[src/rtl/itlb_refill_ctrl_if.sv]
// Handshake bundle between the ITLB refill controller, the lookup, the PTW and the entry array.
// The master modport is the controller; the slave modport is its environment.
interface itlb_refill_ctrl_if #(
  parameter int unsigned ENTRY_NUM = 32,
  parameter int unsigned MXLEN     = 64,
  parameter int unsigned VPN_W     = 27
);
  logic                 flush;
  logic                 miss_valid;
  logic [VPN_W-1:0]     miss_vpn;
  logic                 miss_ready;
  logic                 ptw_req_valid;
  logic                 ptw_req_ready;
  logic [VPN_W-1:0]     ptw_req_vpn;
  logic                 ptw_resp_valid;
  logic [MXLEN-1:0]     ptw_resp_pte;
  logic                 ptw_resp_fault;
  logic [ENTRY_NUM-1:0] wr_en;
  logic [MXLEN-1:0]     pte_wr;
  logic [ENTRY_NUM-1:0] entry_valid;
  logic                 refill_done;
  logic                 refill_fault;

  modport master (
    input  flush, miss_valid, miss_vpn, ptw_req_ready, ptw_resp_valid, ptw_resp_pte,
           ptw_resp_fault,
    output miss_ready, ptw_req_valid, ptw_req_vpn, wr_en, pte_wr, entry_valid, refill_done,
           refill_fault
  );

  modport slave (
    output flush, miss_valid, miss_vpn, ptw_req_ready, ptw_resp_valid, ptw_resp_pte,
           ptw_resp_fault,
    input  miss_ready, ptw_req_valid, ptw_req_vpn, wr_en, pte_wr, entry_valid, refill_done,
           refill_fault
  );
endinterface

[src/rtl/itlb_refill_ctrl.sv]
// ITLB write-side controller: turns a lookup miss into a PTW request, picks a victim entry,
// writes the returned leaf PTE and owns the per-entry valid bits (including sfence/flush).
module itlb_refill_ctrl #(
  parameter int unsigned ENTRY_NUM = 32,
  parameter int unsigned MXLEN     = 64,
  parameter int unsigned VPN_W     = 27
) (
  input logic              clk,
  input logic              rstn,
  itlb_refill_ctrl_if.master bus
);

  localparam int unsigned PtrW = (ENTRY_NUM > 1) ? $clog2(ENTRY_NUM) : 1;

  typedef enum logic [2:0] {StIdle, StReq, StWait, StWrite, StDrain} state_e;

  state_e               state_q;
  logic [VPN_W-1:0]     vpn_q;
  logic [MXLEN-1:0]     pte_q;
  logic                 fault_q;
  logic [ENTRY_NUM-1:0] valid_q;
  logic [PtrW-1:0]      rr_q;

  logic [PtrW-1:0]      free_idx;
  logic                 any_free;
  logic [PtrW-1:0]      victim_idx;
  logic [ENTRY_NUM-1:0] victim_oh;
  logic                 in_write;
  logic                 write_ok;

  // Lowest-index invalid entry; scanning downwards lets the lowest one win.
  always_comb begin
    free_idx = '0;
    any_free = 1'b0;
    for (int i = ENTRY_NUM - 1; i >= 0; i--) begin
      if (!valid_q[i]) begin
        free_idx = PtrW'(i);
        any_free = 1'b1;
      end
    end
  end

  assign victim_idx = any_free ? free_idx : rr_q;
  assign victim_oh  = {{(ENTRY_NUM-1){1'b0}}, 1'b1} << victim_idx;

  // Flush in the WRITE cycle kills the write and both completion pulses.
  assign in_write = (state_q == StWrite) && !bus.flush;
  assign write_ok = in_write && !fault_q && pte_q[0];

  assign bus.miss_ready    = (state_q == StIdle);
  assign bus.ptw_req_valid = (state_q == StReq);
  assign bus.ptw_req_vpn   = vpn_q;
  assign bus.wr_en         = write_ok ? victim_oh : '0;
  assign bus.pte_wr        = write_ok ? pte_q : '0;
  assign bus.entry_valid   = valid_q;
  assign bus.refill_done   = write_ok;
  assign bus.refill_fault  = in_write && (fault_q || !pte_q[0]);

  always_ff @(posedge clk) begin
    if (!rstn) begin
      state_q <= StIdle;
      vpn_q   <= '0;
      pte_q   <= '0;
      fault_q <= 1'b0;
      valid_q <= '0;
      rr_q    <= '0;
    end else if (bus.flush) begin
      valid_q <= '0;
      rr_q    <= '0;
      // A PTW response still in flight must be swallowed before new misses are taken.
      if ((state_q == StWait || state_q == StDrain) && !bus.ptw_resp_valid) begin
        state_q <= StDrain;
      end else begin
        state_q <= StIdle;
      end
    end else begin
      unique case (state_q)
        StIdle: begin
          if (bus.miss_valid) begin
            vpn_q   <= bus.miss_vpn;
            state_q <= StReq;
          end
        end
        StReq: begin
          if (bus.ptw_req_ready) state_q <= StWait;
        end
        StWait: begin
          if (bus.ptw_resp_valid) begin
            pte_q   <= bus.ptw_resp_pte;
            fault_q <= bus.ptw_resp_fault;
            state_q <= StWrite;
          end
        end
        StWrite: begin
          if (write_ok) begin
            valid_q <= valid_q | victim_oh;
            if (!any_free) begin
              rr_q <= (rr_q == PtrW'(ENTRY_NUM - 1)) ? '0 : rr_q + PtrW'(1);
            end
          end
          state_q <= StIdle;
        end
        StDrain: begin
          if (bus.ptw_resp_valid) state_q <= StIdle;
        end
        default: state_q <= StIdle;
      endcase
    end
  end

endmodule

[src/flat_wrapper.sv]
// flat-port wrapper written by rule: the top's interface ports become plain ports
module itlb_refill_ctrl_flat 
#(
  parameter int unsigned ENTRY_NUM = 32,
  parameter int unsigned MXLEN     = 64,
  parameter int unsigned VPN_W     = 27
)
  (clk, rstn, bus_flush, bus_miss_valid, bus_miss_vpn, bus_ptw_req_ready, bus_ptw_resp_valid, bus_ptw_resp_pte, bus_ptw_resp_fault, bus_miss_ready, bus_ptw_req_valid, bus_ptw_req_vpn, bus_wr_en, bus_pte_wr, bus_entry_valid, bus_refill_done, bus_refill_fault);
  itlb_refill_ctrl_if #(.ENTRY_NUM(ENTRY_NUM), .MXLEN(MXLEN), .VPN_W(VPN_W)) bus_i ();
  input logic clk;
  input logic rstn;
  input wire logic [$bits(bus_i.flush)-1:0] bus_flush;
  input wire logic [$bits(bus_i.miss_valid)-1:0] bus_miss_valid;
  input wire logic [$bits(bus_i.miss_vpn)-1:0] bus_miss_vpn;
  input wire logic [$bits(bus_i.ptw_req_ready)-1:0] bus_ptw_req_ready;
  input wire logic [$bits(bus_i.ptw_resp_valid)-1:0] bus_ptw_resp_valid;
  input wire logic [$bits(bus_i.ptw_resp_pte)-1:0] bus_ptw_resp_pte;
  input wire logic [$bits(bus_i.ptw_resp_fault)-1:0] bus_ptw_resp_fault;
  output wire logic [$bits(bus_i.miss_ready)-1:0] bus_miss_ready;
  output wire logic [$bits(bus_i.ptw_req_valid)-1:0] bus_ptw_req_valid;
  output wire logic [$bits(bus_i.ptw_req_vpn)-1:0] bus_ptw_req_vpn;
  output wire logic [$bits(bus_i.wr_en)-1:0] bus_wr_en;
  output wire logic [$bits(bus_i.pte_wr)-1:0] bus_pte_wr;
  output wire logic [$bits(bus_i.entry_valid)-1:0] bus_entry_valid;
  output wire logic [$bits(bus_i.refill_done)-1:0] bus_refill_done;
  output wire logic [$bits(bus_i.refill_fault)-1:0] bus_refill_fault;
  assign bus_i.flush = bus_flush;
  assign bus_i.miss_valid = bus_miss_valid;
  assign bus_i.miss_vpn = bus_miss_vpn;
  assign bus_i.ptw_req_ready = bus_ptw_req_ready;
  assign bus_i.ptw_resp_valid = bus_ptw_resp_valid;
  assign bus_i.ptw_resp_pte = bus_ptw_resp_pte;
  assign bus_i.ptw_resp_fault = bus_ptw_resp_fault;
  assign bus_miss_ready = bus_i.miss_ready;
  assign bus_ptw_req_valid = bus_i.ptw_req_valid;
  assign bus_ptw_req_vpn = bus_i.ptw_req_vpn;
  assign bus_wr_en = bus_i.wr_en;
  assign bus_pte_wr = bus_i.pte_wr;
  assign bus_entry_valid = bus_i.entry_valid;
  assign bus_refill_done = bus_i.refill_done;
  assign bus_refill_fault = bus_i.refill_fault;
  itlb_refill_ctrl #(.ENTRY_NUM(ENTRY_NUM), .MXLEN(MXLEN), .VPN_W(VPN_W)) u_core (.clk(clk), .rstn(rstn), .bus(bus_i));
endmodule
[config.mk]
export PLATFORM = sky130hd
export DESIGN_NAME = itlb_refill_ctrl_flat
export DESIGN_NICKNAME = d
export VERILOG_FILES = /design/src/rtl/itlb_refill_ctrl_if.sv /design/src/rtl/itlb_refill_ctrl.sv /design/src/flat_wrapper.sv
export SDC_FILE = /design/constraint.sdc
export NUM_CORES = 1
export LEC_CHECK = 0
export CAP_MARGIN = 5
export CORE_ASPECT_RATIO = 2
export CORE_MARGIN = 2
export CORE_UTILIZATION = 39
export CTS_CLUSTER_DIAMETER = 60
export CTS_CLUSTER_SIZE = 12
export DETAILED_ROUTE_END_ITERATION = 8
export HOLD_SLACK_MARGIN = 0.15
export PLACE_DENSITY_LB_ADDON = 0.2
export SYNTH_ARGS = -nofsm -noshare
export SYNTH_HDL_FRONTEND = slang
export SYNTH_SLANG_ARGS = --single-unit
[constraint.sdc]
create_clock -name clk -period 2 [get_ports clk]
set_input_delay 0.4 -clock clk [delete_from_list [all_inputs] [get_ports clk]]
set_output_delay 0.4 -clock clk [all_outputs]
set_load 0.05 [all_outputs]
### Word level (Yosys, flattened, before mapping)

Index checks and enable logic that the tools add are counted.

* input bits: 98
* register bits after elaboration: 132
* output and inout port bits: 159
* word-level logic and storage cells: 114

* add/sub/neg operators: 1
* bitwise operators: 4
* equality and inequality tests: 9
* shift-type cells: 1
* reductions and logical operators: 18
* muxes and demuxes: 75

Operator list (number)
* 2-to-1 mux 5 bit: 34
* 2-to-1 mux 64 bit: 1
* 2-to-1 mux 1 bit: 32
* 2-to-1 mux 32 bit: 1
* bitwise OR 32 bit: 1
* << shifter 1 x 5 -> 32 bit, first input constant: 1
* 2-to-1 mux 3 bit: 6
* inequality test 3 bit, second input constant: 4
* one-hot mux 3 bit (4 select lines): 1
* AND reduction 3 bit: 3
* == test 3 x 2 -> 1 bit, second input constant: 2
* adder 5 x 1 -> 5 bit, second input constant: 1
* == test 5 bit, second input constant: 1
* logical AND 1 bit: 5
* logical NOT 1 bit: 4
* AND reduction 4 bit: 1
* == test 3 x 1 -> 1 bit, second input constant: 1
* == test 3 bit, second input constant: 1
* logical NOT 3 bit: 1
* NOT 1 bit: 3
* logical OR 1 bit: 2
* AND reduction 2 bit: 1
* OR reduction 2 bit: 1

### Logic depth before layout (Yosys ltp)

* word-level depth: 35
* mapped depth: 9

### Worst setup path after synthesis

Ideal clock, no wire load.

* kind: register to output
* start point: register u_core.valid_q[25] (netlist: u_core.bus.entry_valid[25])
* end point: output bus_wr_en[13]
* path buffers: 1
* arrival: 2.787 ns
* setup slack: -1.187 ns
* data required time: 1.600 ns
* stages on the path, launching flop included: 8
* path through: dfxtp_1 -> nand4_1 -> nor4_4 -> nand3_1 -> o22ai_2 -> buf_2 -> nand2_1 -> nor2_1

* cells in the longest elaborated chain, start to end: 29
* elaborated cells between the ends (all ways): 55
* classes of those cells: shift (1); mux (54)

RTL lines
* start, declared: RTL line itlb_refill_ctrl.sv:21 `logic [ENTRY_NUM-1:0] valid_q;`
* start signal, assigned: RTL line itlb_refill_ctrl.sv:96 `valid_q <= valid_q | victim_oh;`
* 2-to-1 mux 5 bit / 2-to-1 mux 1 bit (equally long branches) (26 in a row): RTL line itlb_refill_ctrl.sv:36 `if (!valid_q[i]) begin`
* 2-to-1 mux 5 bit (*): RTL line itlb_refill_ctrl.sv:43 `assign victim_idx = any_free ? free_idx : rr_q;`
* << shifter 1 x 5 -> 32 bit (*): RTL line itlb_refill_ctrl.sv:44 `assign victim_oh = {{(ENTRY_NUM-1){1'b0}}, 1'b1} << victim_idx;`
* 2-to-1 mux 32 bit (*): RTL line itlb_refill_ctrl.sv:53 `assign bus.wr_en = write_ok ? victim_oh : '0;`
* end, declared: RTL line flat_wrapper.sv:22 `output wire logic [$bits(bus_i.wr_en)-1:0] bus_wr_en;`

Mark *: on every way between the ends. The rest lies on a longest branch, timed or not.

### Worst setup path after layout

* start point: register u_core.valid_q[19] (netlist: u_core.bus.entry_valid[19])
* end point: output bus_wr_en[28]

* cells in the longest elaborated chain, start to end: 23
* elaborated cells between the ends (all ways): 43
* classes of those cells: shift (1); mux (42)

RTL lines (RTL line)
* 2-to-1 mux 5 bit / 2-to-1 mux 1 bit (equally long branches) (20 in a row): itlb_refill_ctrl.sv:36
* 2-to-1 mux 5 bit (*): itlb_refill_ctrl.sv:43
* << shifter 1 x 5 -> 32 bit (*): itlb_refill_ctrl.sv:44
* 2-to-1 mux 32 bit (*): itlb_refill_ctrl.sv:53

Marks and branches as above.

==> metrics.md <==
| Metric | Value |
|---|---|
| Tmin final | 3.093 ns |
| Gr usage total | 31.44% |
| GP Congestion | 0.9419 |
| Core Area | 0.01490 mm² |
| Worst-Margin Slew | 0.7803 ns |
| Vias per cell | 5.311 |
| Top cells by area, synth | dfxtp_1, nand2_1, a21boi_0 |
| Async SR Flop Fraction | 0% |
| Period utilization | 154.6% |
| Die span in y | 178.8 µm |
| Leakage | 5.028 nW |
| Worst-path maximum fanout | 8 |
| Initial drt markers | 407 |
| FMAX | 0.3234 GHz |
| Warning count from the yosys run | 0 |
| Slew Limit Fails | 0 |
| Die area | 0.01634 mm² |
| Worst rel slew slack | 47.98% |
| Pre-CTS WS | -0.8003 ns |
| Top cells by count, synth | nand2_1, dfxtp_1, a21boi_0 |
| CP cell instances | nand4_1 > nor4_4 > buf_4 > nand4_1 > o21ai_4 > nand2b_1 > buf_12 > nor2_4 > buf_12 |
| Global-route wire length before repair | 39.74 mm |
| Peak supply drop | 0.6324 mV |
| Mean routed wirelength per cell | 19.87 µm |
| Vias post-DR | 7180 |
| Overall routed net length | 26.87 mm |
| Number of global-route vias before repair | 7481 |
| Overall power | 6.085 mW |
| Seq cells post-synth | 132 |
| Largest area contributor in the netlist | dfxtp_1 |
| DRC errors left | 0 |
| Io pins | 257 |
| # setup viols final | 131 |
| Clock transition at path regs | 0.07 ns |
| Cell area after placement | 0.01091 mm² |
| Post-synthesis cell type count | 51 |
| Syn Inst Count | 762 |
| Maximum number of pins on one net before global-route repair | 94 |
| Final Instance Area | 0.01258 mm² |
| CTS tree | built |
| Outcome | complete, but fails checks |
| Synthesized cell area | 0.005957 mm² |
| Post-synth top area share | 44.36% |
| HP Class | reg -> reg |
| Worst-Skew Late Latency | 0.42 ns |
| Post-Layout Cell Count | 1352 |
| Initial Util | 39.98% |
| Synthesized Nets | 862 |
| Failing checks | negative setup slack |
| Grt ovf | 0 |
| Worst setup path category | reg -> out |
| CP max-delay cell | nor4_4 |
| Worst path top cell family by delay | simple AND/OR/NAND/NOR gates |
| Buf+Inv Stages, Crit Path | 3 |
| NumNets Final | 1243 |
| CTS Buf Count | 17 |
| RSZ-0062 raised after global routing | yes |
| Hold buffer count at cts | 0 |
| Final Hold Viols | 0 |
| Core Util, Final | 84.46% |
| TNS Setup | -61.53 ns |
| CTS sink count | 132 |
| Hold Slack | 0.4592 ns |
| Chip width | 91.39 µm |
| Final setup margin | -1.093 ns |
| Maxcap violations | 0 |
| Post-DP HPWL | 17.05 mm |
| Synth-to-layout area growth | 111.2% |
| Syn Area/Cell | 7.818 µm² |
| Crit path DAT | 2.69 ns |
| Antenna-violating nets left | 0 |
| CP Launch Type | register |
| Top FF cell, synth | dfxtp_1 |
| Power density cells | 483.5 mW/mm² |
| Clock Path Buffers | 2 |
| CP Capture Type | primary output |
| Placed Instances | 1274 |
| Root Driver | clkbuf_16 |
| Initial antenna violation count | 0 |
| CP required | 1.60 ns |
| Layout cells sized above 1 | 42.21% |
| Number of port buffers | 256 |
| Most frequent cell after synthesis | nand2_1 |
| Slowest stage delay, CP | 0.38 ns |
| Std-Cell Rows | 63 |
| H-tree depth | 4 |
| Filler cells | 780 |
| Number of enable flip-flop cells after synthesis | 0 |
| Pre-antenna DRT Iters | 5 |
| Clock Skew | 0.01251 ns |
| Register area share after synthesis | 44.36% |
-- metal layers --
layer	vias to the layer above	share of wire, %	track usage (%)
met2	389	56	58.73
met5	-	0	0
met4	0	6.8	22.41
li1	3305	-	-
met3	117	6.2	7.650
met1	3369	31	29.23
-- flip-flops by register name (all words and copies together), names as in the netlist --
register and count:
u_core.pte_q 64, u_core.fault_q 1, u_core.bus.ptw_req_vpn 27, u_core.bus.entry_valid 32, u_core.state_q 3, u_core.rr_q 5
-- power by group --
group          internal [mW]  switching [mW]  total, mW
Sequential              2.62          0.0148       2.64
Clock                   1.62            1.29       2.91
Combinational          0.287           0.250      0.538
Total                   4.53            1.55       6.08
-- cells in the final DEF, fill, tap and decap left out, types with 4 or more instances in the layout --
cell / Yosys / final
a21boi_0: 93 / 93
a21oi_1: 9 / 6
a31oi_1: 5 / 4
and2_4: 0 / 63
buf_12: 0 / 112
buf_16: 0 / 8
buf_4: 1 / 111
buf_6: 0 / 32
buf_8: 0 / 5
clkbuf_16: 0 / 17
clkdlybuf4s50_1: 0 / 109
clkinvlp_4: 0 / 4
dfxtp_1: 132 / 98
dfxtp_2: 0 / 8
dfxtp_4: 0 / 26
dlygate4sd2_1: 0 / 24
dlymetal6s2s_1: 0 / 11
inv_1: 5 / 5
inv_6: 0 / 5
mux2i_1: 4 / 4
nand2_1: 225 / 219
nand2_4: 0 / 4
nand2b_1: 9 / 5
nand2b_4: 0 / 4
nand3_1: 14 / 9
nand3_4: 0 / 4
nand4_1: 14 / 14
nor2_1: 50 / 14
nor2_4: 1 / 38
nor3_1: 4 / 4
o21ai_0: 9 / 8
o21ai_1: 22 / 10
o21ai_2: 1 / 13
o22ai_1: 5 / 4
-- what timing repair did --
action	4_1_cts	5_1_grt
pin swaps	88	40
endpoints found under the setup margin	153	142
buffers inserted	26	17
gates resized for setup	147	61
cloned	8	0
-- tightest hold or removal path, stage by stage, from the launching register on --
cell and delay, ns:
dfxtp_1 0.31, nand2_1 0.04, a21boi_0 0.06
-- cell type report --
| class | instances | area [µm²] | area share [%] |
|---|---|---|---|
| Clock inverter | 14 | 118.9 | 0.9446 |
| Clock buffer | 18 | 429.2 | 3.411 |
| Tap cell | 195 | 244.0 | 1.939 |
| Multi-Input combinational cell | 574 | 3845 | 30.56 |
| Inverter | 5 | 18.77 | 0.1492 |
| Antenna cell | 1 | 2.502 | 0.01989 |
| Timing Repair Buffer | 413 | 5175 | 41.13 |
| Sequential cell | 132 | 2750 | 21.86 |
-- cells by family after synthesis --
family / synth area share (%)
multiplexers: 0.6722
adder cells (fa/ha/maj): 0.4200
buffers and inverters: 3.781
flip-flops: 44.36
AO/OA/AOI/OAI: 18.90
AND/OR/NAND/NOR: 31.86
-- final timing paths --
| kind | start | to | slack [ns] | cells past startpoint |
|---|---|---|---|---|
| setup / recovery | u_core.bus.entry_valid[19]$_SDFFE_PP0P_ | bus_wr_en[28] | -1.09 | 9 |
| hold / removal | u_core.bus.ptw_req_vpn[9]$_SDFFE_PN0P_ | u_core.bus.ptw_req_vpn[9]$_SDFFE_PN0P_ | 0.46 | 2 |
| setup reg to reg | u_core.bus.entry_valid[19]$_SDFFE_PP0P_ | u_core.bus.entry_valid[6]$_SDFFE_PP0P_ | -0.45 | 12 |
| hold reg to reg | u_core.bus.ptw_req_vpn[9]$_SDFFE_PN0P_ | u_core.bus.ptw_req_vpn[9]$_SDFFE_PN0P_ | 0.46 | 2 |
No activity file was read; power rests on OpenSTA's default activity.
